==> src/rtl/rng_sched.sv <==
// Round-robin scheduler sharing a fixed-latency RNG datapath among N_REQ consumers.
// Optional per-requester delivery counters: define RNG_SCHED_STATS_EN.
module rng_sched #(
   parameter int N_REQ      = 4,
   parameter int BY         = 18,
   parameter int PIPE_LAT   = 3,
   parameter int FIFO_DEPTH = 4,
   localparam int TW        = $clog2(N_REQ)
) (
   input  logic             clock,
   input  logic             rst_n,
   input  logic             en,
   input  logic [N_REQ-1:0] req,
   output logic [N_REQ-1:0] gnt,
   input  logic             urng_valid,
   output logic             urng_ready,
   output logic             pipe_issue,
   output logic [TW-1:0]    pipe_tag,
   input  logic             pipe_out_valid,
   input  logic [BY-1:0]    pipe_out_data,
   output logic             out_valid,
   output logic [BY-1:0]    out_data,
   output logic [TW-1:0]    out_tag,
   input  logic             out_ready,
   output logic             busy,
   output logic             err
`ifdef RNG_SCHED_STATS_EN
   ,
   input  logic [TW-1:0]    stat_sel,
   output logic [31:0]      stat_cnt
`endif
);

   localparam int PW = $clog2(FIFO_DEPTH);
   localparam int CW = $clog2(FIFO_DEPTH + 1);
   localparam int LW = $clog2(PIPE_LAT + 1);
   localparam int SW = CW + LW + 1;

   localparam logic [1:0] S_IDLE  = 2'd0;
   localparam logic [1:0] S_RUN   = 2'd1;
   localparam logic [1:0] S_DRAIN = 2'd2;

   logic [1:0]         state_q, state_d;
   logic [TW-1:0]      ptr_q, ptr_d;
   logic [PIPE_LAT-1:0] vld_q;
   logic [TW-1:0]      tag_q [PIPE_LAT];
   logic [BY+TW-1:0]   mem_q [FIFO_DEPTH];
   logic [PW-1:0]      rd_q, wr_q, rd_n;
   logic [CW-1:0]      cnt_q, cnt_d;
   logic [BY-1:0]      dat_q, dat_d;
   logic [TW-1:0]      otag_q, otag_d;
   logic               err_q, err_d;
   logic [TW-1:0]      gidx;
   logic               found, issue, push, pop, last_vld;
   logic [LW-1:0]      inflight;

   always_comb begin
      inflight = '0;
      for (int i = 0; i < PIPE_LAT; i++)
         inflight = inflight + LW'(vld_q[i]);
   end

   always_comb begin
      int j;
      j     = 0;
      gidx  = '0;
      found = 1'b0;
      for (int i = 0; i < N_REQ; i++) begin
         j = int'(ptr_q) + i;
         if (j >= N_REQ) j = j - N_REQ;
         if (!found && req[j]) begin
            found = 1'b1;
            gidx  = TW'(j);
         end
      end
   end

   // credit check ignores a same-cycle pop
   assign issue = (state_q == S_RUN) & urng_valid & (|req) &
                  ((SW'(inflight) + SW'(cnt_q)) < SW'(FIFO_DEPTH));

   assign gnt        = issue ? (N_REQ'(1) << gidx) : '0;
   assign urng_ready = issue;
   assign pipe_issue = issue;
   assign pipe_tag   = gidx;

   assign last_vld  = vld_q[PIPE_LAT-1];
   assign push      = last_vld;
   assign out_valid = (cnt_q != '0);
   assign pop       = out_valid & out_ready;
   assign out_data  = dat_q;
   assign out_tag   = otag_q;
   assign busy      = (state_q != S_IDLE);
   assign err       = err_q;

   always_comb begin
      ptr_d = ptr_q;
      if (issue)
         ptr_d = (gidx == TW'(N_REQ - 1)) ? '0 : gidx + TW'(1);
   end

   always_comb begin
      state_d = state_q;
      unique case (state_q)
         S_IDLE:  if (en) state_d = S_RUN;
         S_RUN:   if (!en) state_d = S_DRAIN;
         S_DRAIN: begin
            if (en) state_d = S_RUN;
            else if (inflight == '0) state_d = S_IDLE;
         end
         default: state_d = S_IDLE;
      endcase
   end

   always_comb begin
      err_d  = err_q | (last_vld ^ pipe_out_valid);
      cnt_d  = cnt_q + CW'(push) - CW'(pop);
      rd_n   = pop ? rd_q + PW'(1) : rd_q;
      dat_d  = dat_q;
      otag_d = otag_q;
      // head register tracks the entry that will be at rd_n next cycle
      if (cnt_d != '0) begin
         if (push && (wr_q == rd_n))
            {otag_d, dat_d} = {tag_q[PIPE_LAT-1], pipe_out_data};
         else
            {otag_d, dat_d} = mem_q[rd_n];
      end
   end

   always_ff @(posedge clock or negedge rst_n) begin
      if (!rst_n) begin
         state_q <= S_IDLE;
         ptr_q   <= '0;
         vld_q   <= '0;
         for (int i = 0; i < PIPE_LAT; i++)
            tag_q[i] <= '0;
         rd_q    <= '0;
         wr_q    <= '0;
         cnt_q   <= '0;
         dat_q   <= '0;
         otag_q  <= '0;
         err_q   <= 1'b0;
      end else begin
         state_q  <= state_d;
         ptr_q    <= ptr_d;
         vld_q[0] <= issue;
         tag_q[0] <= gidx;
         for (int i = 1; i < PIPE_LAT; i++) begin
            vld_q[i] <= vld_q[i-1];
            tag_q[i] <= tag_q[i-1];
         end
         rd_q   <= rd_n;
         wr_q   <= push ? wr_q + PW'(1) : wr_q;
         cnt_q  <= cnt_d;
         dat_q  <= dat_d;
         otag_q <= otag_d;
         err_q  <= err_d;
      end
   end

   always_ff @(posedge clock) begin
      if (push)
         mem_q[wr_q] <= {tag_q[PIPE_LAT-1], pipe_out_data};
   end

`ifdef RNG_SCHED_STATS_EN
   logic [31:0] scnt_q [N_REQ];
   logic [31:0] stat_q;

   always_ff @(posedge clock or negedge rst_n) begin
      if (!rst_n) begin
         for (int i = 0; i < N_REQ; i++)
            scnt_q[i] <= '0;
         stat_q <= '0;
      end else begin
         if (pop)
            scnt_q[out_tag] <= scnt_q[out_tag] + 32'd1;
         stat_q <= scnt_q[stat_sel];
      end
   end

   assign stat_cnt = stat_q;
`endif

endmodule

==> config.mk <==
export PLATFORM = sky130hd
export DESIGN_NAME = rng_sched
export DESIGN_NICKNAME = d
export VERILOG_FILES = /design/src/rtl/rng_sched.sv
export SDC_FILE = /design/constraint.sdc
export NUM_CORES = 1
export LEC_CHECK = 0
export CAP_MARGIN = 5
export CORE_MARGIN = 10
export CORE_UTILIZATION = 51
export DETAILED_ROUTE_END_ITERATION = 7
export GPL_TIMING_DRIVEN = 0
export PLACE_DENSITY = 0.73
export SETUP_SLACK_MARGIN = 0.2
export SLEW_MARGIN = 20
export SYNTH_ARGS = -nofsm -noshare
export SYNTH_HDL_FRONTEND = slang
export SYNTH_SLANG_ARGS = --single-unit
==> constraint.sdc <==
create_clock -name clock -period 3.3 [get_ports clock]
set_clock_uncertainty 0.2 [all_clocks]
set_input_delay 0.825 -clock clock [delete_from_list [all_inputs] [get_ports clock]]
set_output_delay 0.825 -clock clock [all_outputs]
set_load 0.03 [all_outputs]
# --- Yosys cells after proc, flatten, opt, wreduce, memory -nomap -nowiden ---
# Memories as Yosys holds them, arrays and structs flattened. A register that Yosys moved wholly into a read port is not among the register bits.
# Index checks and enable logic that the tools add are counted.
totals:
  reg_bits: 21
  ram_bits: 80
  inputBits: 28
  out_inout_bits: 31
  word_cells: 95
  memories: 1
mem_list:
  columns: ["memory", "depth", "width", "rd", "rd_clocked_by_memory_dff", "write_ports", "line", "rtl"]
  rows:
  - ["mem_q", 4, 20, 1, 1, 1, "47", "logic [BY+TW-1:0] mem_q [FIFO_DEPTH];"]
classes:
  addsub: 15
  n_lt_le_gt_ge: 9
  n_eq_ne: 6
  n_shift: 1
  mux: 33
  n_bitwise: 6
  n_reduce_logical: 14
op_table:
  columns: ["op", "n"]
  rows:
  - ["32-bit by 4-bit < comparator with 1-bit output, second input constant", 4]
  - ["32-bit 2-to-1 mux", 4]
  - ["2-bit 2-to-1 mux", 10]
  - ["1-bit 2-to-1 mux", 13]
  - ["3-bit by 3-bit subtractor with 4-bit output, second input constant", 3]
  - ["3-bit >= comparator, second input constant", 3]
  - ["1-bit binary-select mux with 2-bit select", 4]
  - ["2-bit by 1-bit adder with 2-bit output, second input constant", 3]
  - ["2-bit by 2-bit adder with 3-bit output, second input constant", 2]
  - ["2-bit case mux with 3 select lines", 1]
  - ["3-bit nonzero test", 2]
  - ["2-bit by 3-bit adder with 4-bit output", 1]
  - ["1-bit bitwise AND", 4]
  - ["2-bit == test, second input constant", 2]
  - ["1-bit zero test", 4]
  - ["2-bit zero test", 2]
  - ["4-bit by 3-bit < comparator with 1-bit output, second input constant", 1]
  - ["4-bit 2-to-1 mux", 1]
  - ["2-bit != test, second input constant", 2]
  - ["4-bit OR reduction", 1]
  - ["1-bit by 2-bit << shifter with 4-bit output, first input constant", 1]
  - ["2-bit by 3-bit subtractor with 4-bit output, second input constant", 1]
  - ["2-bit by 1-bit adder with 3-bit output, second input constant", 1]
  - ["3-bit by 1-bit adder with 3-bit output", 1]
  - ["other kinds (11)", 13]

# --- Logic depth before layout (Yosys ltp) ---
# Gate-level depths: netlist of run 1.
depth:
  depth_word: 17
  ltp_mapped: 15
  mapped_depth_nobuf: 12

# --- Worst setup path before layout of run 1 ---
# OpenSTA, ideal clock, no wires.
synth_path:
  kind: "register to output"
  start: "register vld_q[2]"
  end: "output gnt[0]"
  arrival_ns: 2.589
  t_required_ns: 2.275
  slack_ns: -0.314
  stages_incl_launch_ff: 9
  path_buffers: 1
  cell_sequence: "dfrtp_1 -> clkbuf_1 -> inv_1 -> fa_1 -> inv_1 -> ha_1 -> or4b_2 -> a311oi_4 -> and2_1"
synth_between:
  elab_chain_cells: 5
synth_rtl:
  columns: ["item", "line", "rtl"]
  rows:
  - ["from (decl)", "45", "logic [PIPE_LAT-1:0] vld_q;"]
  - ["from (signal, indexed assignment)", "149", "vld_q[i] <= vld_q[i-1];"]
  - ["2-bit by 1-bit adder with 2-bit output", "60", "inflight = inflight + LW'(vld_q[i]);"]
  - ["2-bit by 3-bit adder with 4-bit output", "80", "((SW'(inflight) + SW'(cnt_q)) < SW'(FIFO_DEPTH));"]
  - ["4-bit by 3-bit < comparator with 1-bit output", "80", null]
  - ["1-bit bitwise AND", "79", "assign issue = (state_q == S_RUN) & urng_valid & (|req) &"]
  - ["named net pipe_issue", "17", "output logic pipe_issue,"]
  - ["4-bit 2-to-1 mux", "82", "assign gnt = issue ? (N_REQ'(1) << gidx) : '0;"]
  - ["to (decl)", "14", "output logic [N_REQ-1:0] gnt,"]
# The timed path passes the listed nets, and every way through them passes these cells.

# --- Final worst setup path of run 1 ---
layout_path:
  start: "register vld_q[2]"
  end: "output gnt[0]"
layout_between:
  elab_chain_cells: 5
layout_rtl:
  columns: ["item", "line"]
  rows:
  - ["2-bit by 1-bit adder with 2-bit output", "60"]
  - ["2-bit by 3-bit adder with 4-bit output", "80"]
  - ["4-bit by 3-bit < comparator with 1-bit output", "80"]
  - ["1-bit bitwise AND", "79"]
  - ["4-bit 2-to-1 mux", "82"]
# Every way passes these cells.

==> impl_metrics.toml, run 1 <==
[yosys]
ys_seq_area_share_pct = 60.1
async_reset_ff_share_pct = 33.9
synth_edf_count = 80
yosysUniqueCellTypes = 45
netlist_top_cells_area = "edfxtp_1, dfrtp_1, mux2_2, a221o_1, and2_1"
synthTopCellsByCount = "edfxtp_1, dfrtp_1, and2_1"
yosysMostFrequentCell = "edfxtp_1"
synth_top_cell_area_share_pct = 42.1
yosysTopAreaCell = "edfxtp_1"
ys_ff_latch = 121
avgSynthCellArea_um2 = 13.2
synth_area_mm2 = 0.00570
syn_inst = 433
ys_warn_count = 0
synthFlopType = "edfxtp_1"
syn_nets = 474

[pwr]
vdd_drop_max_mv = 0.506
internal-power_uw = 4740
leakage_uw = 0.00283
p_per_area_mw_per_mm2 = 1010
p_switching_uw = 2810
comb_power_share_pct = 47.0
swShare_pct = 37.2
p_clk_share_pct = 25.0
seqPwrFrac_pct = 28.0
total_power_uw = 7540

[clocking]
h-tree-depth = 4
clk_path_buf_depth = 2
clk_pin_slew_ns = 0.06
root_buffer = "clkbuf_8"
numCtsBuffers = 17
clock-sinks = 121
clk_latency_ns = 0.54
tritoncts = "built"

[status]
violations = "negative setup slack"
outcome = "complete, but fails checks"

[cells_and_area]
nNetsFinal = 581
fillCellCount = 735
n_antenna_cell = 0
final_core_util_pct = 68.8
fin_area_mm2 = 0.00749
area_growth_pct = 31.4
layout-drive-gt1-share_pct = 25.7

[drt]
drtIter0Drc = 519
drc = 0
viasPerCell = 6.28
avgRoutedWirePerCell_um = 23.1
wirelength_mm = 16.0
final_antenna_net_count = 0
firstDrtPassIters = 5
vias = 4354

[critical_path]
cp-start-kind = "flip-flop"
cp-end-kind = "output port"
worstSetupPathType = "flip-flop to output port"
rrSetupSlack_ns = -0.18
critical_path_required_ns = 2.27
arrival_ns = 2.65
crit_fanout = 7

[sta]
layout_setup_ws_ns = -0.376
period_share_pct = 111
max_slew_margin_pct = 28.5
clock.fmax_mhz = 272
layout_min_cycle_time_ns = 3.68
final-max-slew-violation-count = 0
tightest_slew_ns = 1.07
setup_viol = 26
rsz0062_at_grt = "yes"
hold_violations = 0

[placed_design]
dp_hpwl_mm = 9.56
place_area_mm2 = 0.00656
gp_congestion = 0.857
port_buffers = 58

[global_routing]
grt_usage_pct = 19.4
overflow = 0
grt_pass1_wl_mm = 24.6
grt_pass1_vias = 4555
antenna_found_initial = 0
grt_max_degree = 32

[floorplan]
core_mm2 = 0.0109
fp.dieW_um = 126
initial_utilization_pct = 52.4
design.die.area_mm2 = 0.0158
rows = 38
die_h_um = 126
io_pins = 59

[min_path]
hp-class = "flip-flop to flip-flop"

[flow_run]
max_cap_viol_count = 0
## flip-flops by register name, indices dropped and copies added (netlist names)
name and count:
cnt_q 3, err 1, mem_q 80, out_data 18, out_tag 2, ptr_q 2, rd_q 2, state_q 2
tag_q 6, vld_q 3, wr_q 2
## metrics by stage
step | TNS, ns | hold slack [ns] | std cells | setup slack, ns
global route | -7.64 | 0.150 | 693 | -0.445
CTS | -5.18 | 0.150 | 678 | -0.369
finish | -4.32 | 0.146 | 693 | -0.376
detailed placement | -27.72 | 0.137 | 633 | -1.09
floorplan | -1.86 | 0.131 | 433 | -0.117
global placement | -27.77 | 0.133 | 631 | -1.03
## worst max-delay path, stage by stage, from the launching register on
cell and delay, ns:
dfrtp_1 0.39, clkbuf_8 0.15, inv_4 0.04, fa_2 0.18, inv_2 0.05, ha_4 0.14, or4b_4 0.49, a311oi_4 0.25
buf_6 0.17, and2_4 0.14, buf_6 0.12
## final timing paths
path / start / to / cells after the start
max: vld_q[2] / gnt[0] / 10
min in group asynchronous: rst_n / out_data[8] / 2
min reg2reg: tag_q[5] / tag_q[3] / 0
max in group asynchronous: rst_n / ptr_q[1] / 3
min: tag_q[5] / tag_q[3] / 0
max reg2reg: cnt_q[1] / out_data[3] / 16
## logic make-up (layout without fill, tap and decap cells)
logic type / count (synthesis) / after routing / share of synthesized area [%]
flops: 121 / 121 / 60.1
buf+inv: 52 / 172 / 3.97
simple gates: 121 / 121 / 12.3
fa+ha+maj: 13 / 13 / 3.12
mux: 23 / 23 / 4.54
compound gates: 95 / 95 / 14.2
xor+xnor: 8 / 8 / 1.73
## power by group through the flow
stage | Combinational, µW | Clock [µW] | Sequential [µW]
3_5_place_dp | 3020 | 0 | 2140
5_1_grt | 3800 | 1960 | 2150
6_report | 3540 | 1880 | 2110
3_3_place_gp | 2960 | 0 | 2130
4_1_cts | 3260 | 1890 | 2110
2_1_floorplan | 1820 | 0 | 2350
## routing by layer
metal / vias up / wire length, µm / global-route usage [%]
met2: 272 / 7970 / 31.3
met4: 0 / 344 / 8.24
li1: 1898 / - / -
met3: 34 / 1520 / 5.49
met1: 2150 / 6170 / 24.0
met5: - / 0 / 0
## final cells by class
type	count	area [µm²]	area share [%]
multi-input combinational	260	2140	28.6
sequential	121	3430	45.8
inverter	16	62.6	0.835
timing repair buffer	88	856	11.4
clock buffer	17	414	5.53
tap	140	175	2.34
buffer	36	228	3.04
clock inverter	15	183	2.44
## cell usage in the layout, fill, tap and decap left out, types with 8 or more instances in the layout
cell	n
ha_1	8
nor2_1	21
buf_6	13
clkbuf_16	17
or3_1	20
nand3b_1	19
inv_1	10
buf_2	10
a22oi_1	19
edfxtp_1	80
clkdlybuf4s50_1	43
nor3_1	21
buf_4	24
o31ai_1	19
o221ai_1	19
and2_1	22
clkbuf_1	12
mux2_2	23
a221o_1	20
dfrtp_1	37
## what timing repair did
item | in CTS | in global routing
endpoints found under the setup margin | 28 | 28
setup buffers | 11 | 13
pin swaps | 3 | 20
cloned | 1 | 1
resized for setup | 73 | 22
hold buffers | 1 | 0
endpoints found under the hold margin | 10 | 0
Note: power is estimated with default switching activity, not from simulation.
==> run 2: changes to the inputs <==
Settings changed: ABC_AREA set to 1.
==> run 2 against run 1 <==
Effect of this change:
- the flow still finishes with violations (negative setup slack)
- via count grew 3.5%
- synthesized cell count grew 27%
- maximum frequency grew 4.1%
- worst hold slack gained 0.0012 ns
- die area shrank 3.0%
- flip-flop and latch count is the same
- non-clock buffer count shrank 2
- final cell count grew 17%
- total power grew 13%
- routed wire length shrank 5.8%
- largest cell class unchanged
- highest routed layer unchanged
==> impl_metrics.toml, run 2 <==
[clocking]
clock-sinks = 121
numCtsBuffers = 17
tritoncts = "built"
clk_pin_slew_ns = 0.06
clk_latency_ns = 0.51
h-tree-depth = 4
root_buffer = "clkbuf_8"
clk_path_buf_depth = 2

[pwr]
leakage_uw = 0.00332
p_per_area_mw_per_mm2 = 1130
vdd_drop_max_mv = 0.804

[cells_and_area]
nNetsFinal = 703
fillCellCount = 707
mostFrequentLayoutCell = "nand2_1"
top_register = "mem_q"
area_growth_pct = 37.1
largest_reg_flops = 80
layout_common_cells = "nand2_1, nand3_1, edfxtp_1"
n_antenna_cell = 0
layout-drive-gt1-share_pct = 24.9
final_core_util_pct = 72.3

[yosys]
synthTopCellsByCount = "nand2_1, nand3_1, edfxtp_1"
yosysMostFrequentCell = "nand2_1"
synth_edf_count = 80
synth_area_mm2 = 0.00550
ys_seq_area_share_pct = 62.4
netlist_top_cells_area = "edfxtp_1, dfrtp_1, nand2_1, nand3_1, inv_1"
yosysUniqueCellTypes = 25
ys_ff_latch = 121
async_reset_ff_share_pct = 33.9
synth_top_cell_area_share_pct = 43.7
syn_nets = 593
avgSynthCellArea_um2 = 9.96
yosysTopAreaCell = "edfxtp_1"
synthFlopType = "edfxtp_1"
ys_warn_count = 0
syn_inst = 552

[drt]
vias = 4505
drtIter0Drc = 499
final_antenna_net_count = 0
wirelength_mm = 15.1
avgRoutedWirePerCell_um = 18.6
firstDrtPassIters = 7
drc = 0
viasPerCell = 5.55

[sta]
tightest_slew_ns = 1.03
hold_slack_ns = 0.148
layout_setup_ws_ns = -0.230
final-max-slew-violation-count = 0
max_slew_margin_pct = 31.3
hold_violations = 0
period_share_pct = 107
setup_viol = 6
rsz0062_at_grt = "yes"
clock.fmax_mhz = 283
layout_min_cycle_time_ns = 3.53

[status]
violations = "negative setup slack"
outcome = "complete, but fails checks"

[min_path]
hp-class = "flip-flop to flip-flop"
hold_start = "tag_q[2]"
hold_depth = 0

[floorplan]
io_pins = 59
die_h_um = 124
initial_utilization_pct = 52.8
core_mm2 = 0.0104
design.die.area_mm2 = 0.0153
rows = 37
fp.dieW_um = 124

[critical_path]
reg2reg_depth = 15
cp-start-kind = "input pin"
timing.rr.end = "out_tag[1]"
rrSetupSlack_ns = 0.30
arrival_ns = 2.50
r2r_start = "cnt_q[1]"
critPathCapture = "gnt[0]"
critical_path_required_ns = 2.27
cp-end-kind = "output port"
crit_fanout = 5
crit_start = "req[1]"
worstSetupPathType = "input pin to output port"

[placed_design]
dp_hpwl_mm = 8.74
gp_congestion = 0.849
dpl_worst_slack_ns = -0.962
port_buffers = 58

[global_routing]
grt_pass1_wl_mm = 22.7
antenna_found_initial = 0
grt_usage_pct = 19.2
overflow = 0
grt_pass1_vias = 4619
grt_max_degree = 32

[flow_run]
max_cap_viol_count = 0
run 2: cell types whose count changed in the layout (fill, tap and decap cells not counted), sizes merged, moves of 23 or more:
cell / change
nand2: +161
nand3: +112
inv: +46
and2: -27
mux2: -23
nand4: +23
nor3: -23
run 2: metal layers:
| metal | track usage (%) | up-vias | wire, µm |
|---|---|---|---|
| met1 | 21.0 | 2203 | 5670 |
| li1 | - | 2071 | - |
| met3 | 5.84 | 26 | 1140 |
| met4 | 7.71 | 0 | 242 |
| met5 | 0 | - | 0 |
| met2 | 34.2 | 205 | 8030 |
run 2: where the power goes:
group	switching, µW	internal (µW)
logic	2700	1710
clock network	663	1320
registers	183	1960
run 2: area by class of cell:
type / count / area [µm²] / area share [%]
inverter: 62 / 258 / 3.42
clock buffer: 19 / 432 / 5.73
sequential: 121 / 3430 / 45.5
clock inverter: 13 / 201 / 2.67
buffer: 31 / 209 / 2.77
timing repair buffer: 91 / 888 / 11.8
tap: 136 / 170 / 2.26
multi-input combinational: 338 / 1940 / 25.8
run 2: logic make-up (layout without fill, tap and decap cells):
logic type | count (synthesis) | after routing | synth area share, %
flops | 121 | 121 | 62.4
simple gates | 309 | 309 | 25.4
compound gates | 11 | 11 | 1.09
buf+inv | 93 | 216 | 7.17
fa+ha+maj | 13 | 13 | 3.23
xor+xnor | 5 | 5 | 0.797
run 2: worst min-delay path by stage:
stage / slack [ns] / endpoint
5_1_grt: 0.15 / tag_q[0]
2_1_floorplan: 0.13 / tag_q[0]
3_5_place_dp: 0.13 / tag_q[3]
6_report: 0.15 / tag_q[0]
4_1_cts: 0.15 / tag_q[0]
3_3_place_gp: 0.13 / tag_q[3]
run 2: timing repair:
item                                   CTS  global route
hold buffers                             1             0
resized for setup                      108            51
pin swaps                               19            18
gates cloned                             1             2
endpoints found under the hold margin    6             0
setup buffers                           14            14
setup endpoints to repair               28            28
run 2: worst max-delay path: stages:
cell and delay, ns:
dlygate4sd2_1 0.30, nand2_2 0.09, o21ai_2 0.08, nand2_2 0.09, nand2_2 0.08, nor2_4 0.18, nand4_1 0.21, nand3_4 0.22
inv_4 0.07, ha_4 0.17, inv_4 0.05, nor2_4 0.03, buf_6 0.13
run 2: per-stage QoR:
stage	TNS, ns	total power, µW	cells	area, µm²
after floorplan	0	4390	552	5550
after global placement	-15.03	5400	746	6300
after detailed placement	-16.46	5520	747	6320
after CTS	-0.179	7870	795	7240
after global routing	-1.37	8970	811	7530
final	-0.889	8530	811	7530
